==> config.mk <==
export PLATFORM = sky130hd
export DESIGN_NAME = uart_prog_loader
export DESIGN_NICKNAME = d
export VERILOG_FILES = /design/src/rtl/uart_prog_loader.sv
export SDC_FILE = /design/constraint.sdc
export NUM_CORES = 1
export LEC_CHECK = 0
export CAP_MARGIN = 20
export CORE_MARGIN = 2
export CORE_UTILIZATION = 57
export DETAILED_ROUTE_END_ITERATION = 6
export PLACE_DENSITY = 0.9
export SYNTH_ARGS = -nofsm -noshare
export SYNTH_HDL_FRONTEND = slang
export SYNTH_SLANG_ARGS = --single-unit
==> constraint.sdc <==
create_clock -name clock -period 2.7 [get_ports clock]
set_clock_uncertainty 0.2 [all_clocks]
set_input_delay 0.54 -clock clock [delete_from_list [all_inputs] [get_ports clock]]
set_output_delay 0.54 -clock clock [all_outputs]
set_load 0.01 [all_outputs]
==> src/rtl/uart_prog_loader.sv <==
// Serial program loader: 8N1 UART receiver feeding a framed-image protocol FSM
// that writes big-endian 32-bit words into instruction memory and holds the CPU meanwhile.
module uart_prog_loader #(
  parameter int CLKS_PER_BIT = 434,
  parameter int ADDR_W       = 16,
  parameter int MAX_WORDS    = 256
) (
  input  logic              clock,
  input  logic              reset,
  input  logic              uart_rx,
  output logic              mem_wr_en,
  output logic [ADDR_W-1:0] mem_addr,
  output logic [31:0]       mem_wr_data,
  output logic              cpu_hold,
  output logic              load_done,
  output logic              load_err,
  output logic [15:0]       word_cnt
);

  localparam int              CNT_W     = $clog2(CLKS_PER_BIT + 1);
  localparam logic [CNT_W-1:0] BIT_LAST  = CNT_W'(CLKS_PER_BIT - 1);
  localparam logic [CNT_W-1:0] HALF_LAST = CNT_W'(CLKS_PER_BIT / 2 - 1);
  localparam logic [CNT_W-1:0] CNT_ONE   = CNT_W'(1);
  localparam logic [16:0]      MAX_N     = 17'(MAX_WORDS);
  localparam logic [7:0]       SYNC_BYTE = 8'hA5;

  typedef enum logic [1:0] {RX_IDLE, RX_START, RX_DATA, RX_STOP} rx_state_t;
  typedef enum logic [2:0] {S_IDLE, S_CNT_HI, S_CNT_LO, S_DATA, S_CKSUM, S_ERR} state_t;

  rx_state_t        r_rx_state;
  logic             r_rx_meta;
  logic             r_rx_sync;
  logic             r_rx_prev;
  logic [CNT_W-1:0] r_clk_cnt;
  logic [2:0]       r_bit_idx;
  logic [7:0]       r_rx_shift;
  logic             r_byte_valid;
  logic             r_fe;

  state_t           r_state;
  logic [7:0]       r_cnt_hi;
  logic [15:0]      r_n;
  logic [23:0]      r_shift;
  logic [1:0]       r_byte_idx;
  logic [7:0]       r_xor;
  logic             r_mem_wr_en;
  logic [ADDR_W-1:0] r_mem_addr;
  logic [31:0]      r_mem_wr_data;
  logic             r_cpu_hold;
  logic             r_load_done;
  logic             r_load_err;
  logic [15:0]      r_word_cnt;

  logic             w_rx_fall;
  logic [7:0]       w_rx_byte;
  logic [15:0]      w_n_new;
  logic [31:0]      w_word;
  logic [15:0]      w_cnt_next;

  assign w_rx_fall  = r_rx_prev & ~r_rx_sync;
  assign w_rx_byte  = r_rx_shift;
  assign w_n_new    = {r_cnt_hi, w_rx_byte};
  assign w_word     = {r_shift, w_rx_byte};
  assign w_cnt_next = r_word_cnt + 16'd1;

  // Input synchroniser and edge-detect history; preset high to match an idle line.
  always_ff @(posedge clock or negedge reset) begin
    if (!reset) begin
      r_rx_meta <= 1'b1;
      r_rx_sync <= 1'b1;
      r_rx_prev <= 1'b1;
    end else begin
      r_rx_meta <= uart_rx;
      r_rx_sync <= r_rx_meta;
      r_rx_prev <= r_rx_sync;
    end
  end

  // UART bit timing and deserialiser; byte_valid / fe are single-cycle pulses.
  always_ff @(posedge clock or negedge reset) begin
    if (!reset) begin
      r_rx_state   <= RX_IDLE;
      r_clk_cnt    <= '0;
      r_bit_idx    <= 3'd0;
      r_rx_shift   <= 8'd0;
      r_byte_valid <= 1'b0;
      r_fe         <= 1'b0;
    end else begin
      r_byte_valid <= 1'b0;
      r_fe         <= 1'b0;
      case (r_rx_state)
        RX_IDLE: begin
          r_clk_cnt <= '0;
          r_bit_idx <= 3'd0;
          if (w_rx_fall) r_rx_state <= RX_START;
          else           r_rx_state <= RX_IDLE;
        end
        RX_START: begin
          // A start bit that is high again at mid-bit was only a glitch.
          if (r_clk_cnt == HALF_LAST) begin
            r_clk_cnt  <= '0;
            r_rx_state <= r_rx_sync ? RX_IDLE : RX_DATA;
          end else begin
            r_clk_cnt  <= r_clk_cnt + CNT_ONE;
          end
        end
        RX_DATA: begin
          if (r_clk_cnt == BIT_LAST) begin
            r_clk_cnt  <= '0;
            r_rx_shift <= {r_rx_sync, r_rx_shift[7:1]};
            if (r_bit_idx == 3'd7) r_rx_state <= RX_STOP;
            else                   r_bit_idx  <= r_bit_idx + 3'd1;
          end else begin
            r_clk_cnt  <= r_clk_cnt + CNT_ONE;
          end
        end
        RX_STOP: begin
          if (r_clk_cnt == BIT_LAST) begin
            r_clk_cnt  <= '0;
            if (r_rx_sync) r_byte_valid <= 1'b1;
            else           r_fe         <= 1'b1;
            r_rx_state <= RX_IDLE;
          end else begin
            r_clk_cnt  <= r_clk_cnt + CNT_ONE;
          end
        end
        default: r_rx_state <= RX_IDLE;
      endcase
    end
  end

  // Frame protocol: header, count, data words, checksum; drives all memory and status outputs.
  always_ff @(posedge clock or negedge reset) begin
    if (!reset) begin
      r_state       <= S_IDLE;
      r_cnt_hi      <= 8'd0;
      r_n           <= 16'd0;
      r_shift       <= 24'd0;
      r_byte_idx    <= 2'd0;
      r_xor         <= 8'd0;
      r_mem_wr_en   <= 1'b0;
      r_mem_addr    <= '0;
      r_mem_wr_data <= 32'd0;
      r_cpu_hold    <= 1'b0;
      r_load_done   <= 1'b0;
      r_load_err    <= 1'b0;
      r_word_cnt    <= 16'd0;
    end else begin
      r_mem_wr_en <= 1'b0;
      case (r_state)
        S_IDLE: begin
          if (r_byte_valid && (w_rx_byte == SYNC_BYTE)) begin
            r_state    <= S_CNT_HI;
            r_cpu_hold <= 1'b1;
          end else begin
            r_state    <= S_IDLE;
          end
        end
        S_CNT_HI: begin
          if (r_fe) begin
            r_state <= S_ERR;
          end else if (r_byte_valid) begin
            r_cnt_hi <= w_rx_byte;
            r_state  <= S_CNT_LO;
          end else begin
            r_state  <= S_CNT_HI;
          end
        end
        S_CNT_LO: begin
          if (r_fe) begin
            r_state <= S_ERR;
          end else if (r_byte_valid) begin
            r_n         <= w_n_new;
            r_word_cnt  <= 16'd0;
            r_xor       <= 8'd0;
            r_byte_idx  <= 2'd0;
            r_load_done <= 1'b0;
            r_load_err  <= 1'b0;
            if (w_n_new == 16'd0)             r_state <= S_CKSUM;
            else if ({1'b0, w_n_new} > MAX_N) r_state <= S_ERR;
            else                              r_state <= S_DATA;
          end else begin
            r_state <= S_CNT_LO;
          end
        end
        S_DATA: begin
          if (r_fe) begin
            r_state <= S_ERR;
          end else if (r_byte_valid) begin
            r_shift    <= {r_shift[15:0], w_rx_byte};
            r_xor      <= r_xor ^ w_rx_byte;
            r_byte_idx <= r_byte_idx + 2'd1;
            if (r_byte_idx == 2'd3) begin
              r_mem_wr_en   <= 1'b1;
              r_mem_wr_data <= w_word;
              r_mem_addr    <= ADDR_W'(r_word_cnt) << 2;
              r_word_cnt    <= w_cnt_next;
              if (w_cnt_next == r_n) r_state <= S_CKSUM;
              else                   r_state <= S_DATA;
            end else begin
              r_state <= S_DATA;
            end
          end else begin
            r_state <= S_DATA;
          end
        end
        S_CKSUM: begin
          if (r_fe) begin
            r_state <= S_ERR;
          end else if (r_byte_valid) begin
            if (w_rx_byte == r_xor) r_load_done <= 1'b1;
            else                    r_load_err  <= 1'b1;
            r_cpu_hold <= 1'b0;
            r_state    <= S_IDLE;
          end else begin
            r_state <= S_CKSUM;
          end
        end
        S_ERR: begin
          r_load_err  <= 1'b1;
          r_load_done <= 1'b0;
          r_cpu_hold  <= 1'b0;
          r_state     <= S_IDLE;
        end
        default: r_state <= S_IDLE;
      endcase
    end
  end

  assign mem_wr_en   = r_mem_wr_en;
  assign mem_addr    = r_mem_addr;
  assign mem_wr_data = r_mem_wr_data;
  assign cpu_hold    = r_cpu_hold;
  assign load_done   = r_load_done;
  assign load_err    = r_load_err;
  assign word_cnt    = r_word_cnt;

endmodule
==> flow_summary_export.csv <==
group,metric,value,unit
run_status,outcome,"finished clean",
floorplan,design.core.area,12100,µm²
sta,finalCritPeriodShare,0.932,
critical_path,worst_r2r_startpoint,"word_cnt[7]",
clock_tree,clock_latency,0.43,ns
floorplan,boundaryPins,71,
clock_tree,ctsHtreeMaxLevel,4,
routing,ant_nets,0,
yosys,avgSynthCellArea,9.67,µm²
sta,hold_viol_final,0,
critical_path,cp_data_required_time,2.81,ns
yosys,synthCells,737,
sta,fin_tns_setup,0,ns
global_route,track_usage,0.255,
sta,max_freq,397,MHz
yosys,async_flop_share,1.00,
yosys,synth-seq-cells,154,
critical_path,r2r-end,"r_state[0]",
global_route,met2_usage,0.411,
yosys,synth_cell_type_count,66,
yosys,synth_top_flop_cell,"dfrtp_1",
routing,drt-initial-drc-count,548,
routing,routed_wirelength,16000,µm
routing,firstDrtPassIters,5,
clock_tree,clockBufferDepth,2,
critical_path,cpMaxStageDelayCell,"dfrtp_1",
placement,dp_worst_setup_slack,0.205,ns
critical_path,rrSetupSlack,0.18,ns
yosys,synth_seq_area_share,0.541,
critical_path,critPathMaxStageDelay,0.64,ns
yosys,syn_area,7130,µm²
floorplan,start_util,0.589,
placement,portBuffers,68,
final_layout,final_cells,978,
critical_path,crit_type,"reg -> reg",
global_route,grt_pass1_wl,26700,µm
clock_tree,cts_tree,"yes",
floorplan,rows,40,
global_route,grtUsageMet3,0.0570,
global_route,grt_pass1_vias,5427,
final_layout,final_cell_mix,"248 x nand2_1, 151 x dfrtp_1, 67 x clkdlybuf4s50_1",
routing,drt_drc_violations_left,0,
clock_tree,numClockSinks,154,
critical_path,cp_cell_sequence,"nand3_2 > nor4_4 > nand3b_1 > a221oi_1 > a41o_1 > o21ai_1",
final_layout,syn2layout_area_growth,19.8,%
sta,worst_pin_slew,1.09,ns
final_layout,nNetsFinal,807,
critical_path,cp_max_fo,12,
routing,wl_per_cell,16.3,µm
critical_path,crit_path_end,"r_state[0]",
power,powerDensity,566,nW/µm²
min_path,hold_class,"reg -> reg",
global_route,grt_max_degree,67,
placement,place_inst,945,
global_route,use_met1,0.343,
flow_run,maxCapViolCount,0,
power,max-vdd-ir-drop,405,µV
global_route,overflow,0,
final_layout,n_antenna_cell,0,
final_layout,fill_cells,924,
power,leakagePower,4.20,nW
clock_tree,root_buffer,"clkbuf_16",
clock_tree,cts_buffers,17,
floorplan,die_w,116,µm
critical_path,cp-start-kind,"flop",
sta,setup_viol,0,
critical_path,worstRegToRegCells,6,
floorplan,die_area,13400,µm²
sta,fin_crit,2.52,ns
sta,slew_headroom,0.272,
yosys,synth_enable_flop_cells,0,
global_route,grt_antenna_before_repair,0,
final_layout,drive_gt1_frac,0.127,
placement,dp_hpwl,10700,µm
yosys,yosysWarnings,0,
floorplan,fp.dieH,116,µm
clock_tree,cts_setup_buffers,0,
sta,rsz0062_at_grt,"no",
routing,routed_via_density,5.68,
sta,fin_ws,0.184,ns
clock_tree,path_clk_slew,0.06,ns
sta,slew_viol_final,0,
critical_path,cp-end-kind,"flop",
critical_path,crit_start,"word_cnt[7]",
global_route,busiest_layer,"met2",
critical_path,cp.arrival,2.62,ns
placement,gp_congestion,0.919,
final_layout,layout_commonest_cell,"nand2_1",
routing,num_vias,5558,
power,power,4.84,mW
[state kept, by name (all words and copies together), names as in the netlist, 2 cells and up, named ones only]
signal and count:
r_rx_shift 8, r_clk_cnt 9, word_cnt 16, r_byte_idx 2, mem_addr 14, r_state 3
r_cnt_hi 8, r_n 16, r_xor 8, mem_wr_data 32, r_shift 24, r_bit_idx 3
[layout make-up]
type / count / area, µm² / area share
sequential: 154 / 3860 / 0.452
multi-input combinational: 529 / 3040 / 0.356
timing repair buffer: 87 / 840 / 0.0983
clock buffer: 23 / 478 / 0.0559
tap: 168 / 210 / 0.0246
clock inverter: 9 / 87.6 / 0.0103
inverter: 8 / 30.0 / 0.00351
[worst max-delay path: cells and delay by family, from the launching register on]
| kind | cells | cell delay [ns] |
|---|---|---|
| AOI/OAI and AO/OA | 3 | 0.85 |
| DFF | 1 | 0.64 |
| and+or+nand+nor | 3 | 0.72 |
[report_power, final]
group          total [mW]  switching, mW  internal (mW)
Clock                2.26          0.922           1.34
Combinational       0.181          0.113         0.0681
Sequential           2.39         0.0536           2.34
[logic make-up after synthesis]
| logic type | synth area share |
|---|---|
| other | 0.000526 |
| multiplexers | 0.0584 |
| flip-flops | 0.541 |
| AO/OA/AOI/OAI | 0.0848 |
| buffers and inverters | 0.0337 |
| XOR/XNOR | 0.0405 |
| adder cells (fa/ha/maj) | 0.0123 |
| AND/OR/NAND/NOR | 0.229 |
[through the flow]
stage                     cell area, µm²  utilization  hold WS, ns
after floorplan                     7130            -       0.0444
after global placement              7970        0.658        0.149
after detailed placement            7970        0.658        0.148
after CTS                           8540        0.705        0.157
after global routing                8540        0.705        0.157
final                               8540        0.705        0.153
[synthesized netlist by cell type, drive strengths merged, types with 2 or more instances]
library cell	instances	area (µm²)
nand2	248	931
dfrtp	151	3780
o21ai	44	220
mux2	37	417
clkbuf	31	116
nor2	30	113
xnor2	20	175
buf	16	93.8
nand3	16	103
a21oi	13	68.8
xor2	13	114
nor4	9	86.3
inv	8	30.0
ha	7	87.6
nand4	7	65.1
a22o	6	52.6
nor3	6	35.0
or3	6	37.5
and2	5	31.3
nand2b	5	31.3
o31ai	5	37.5
nand3b	4	30.0
nor2b	4	25.0
nor3b	4	35.0
a31oi	3	18.8
and4	3	26.3
dfstp	3	78.8
o21a	3	22.5
or2	3	18.8
a221oi	2	23.8
a41o	2	20.0
nand4b	2	17.5
o2111a	2	22.5
o31a	2	17.5
[layer usage]
metal | up-vias | share of wire
li1 | 2573 | -
met1 | 2774 | 0.43
met2 | 186 | 0.49
met3 | 25 | 0.063
met4 | 0 | 0.016
met5 | - | 0
[worst min-delay path by stage]
stage               from        end  slack, ns  cells after the start
6_report       r_rx_meta  r_rx_sync       0.15                      0
5_1_grt        r_rx_meta  r_rx_sync       0.16                      0
4_1_cts        r_rx_meta  r_rx_sync       0.16                      0
3_5_place_dp   r_rx_meta  r_rx_sync       0.15                      0
3_3_place_gp   r_rx_meta  r_rx_sync       0.15                      0
2_1_floorplan      reset  async pin       0.04                      0
[timing repair]
action,4_1_cts,5_1_grt
resized for setup,0,0
hold endpoints to repair,53,0
hold buffers,1,0
(Power assumes the default switching activity.)
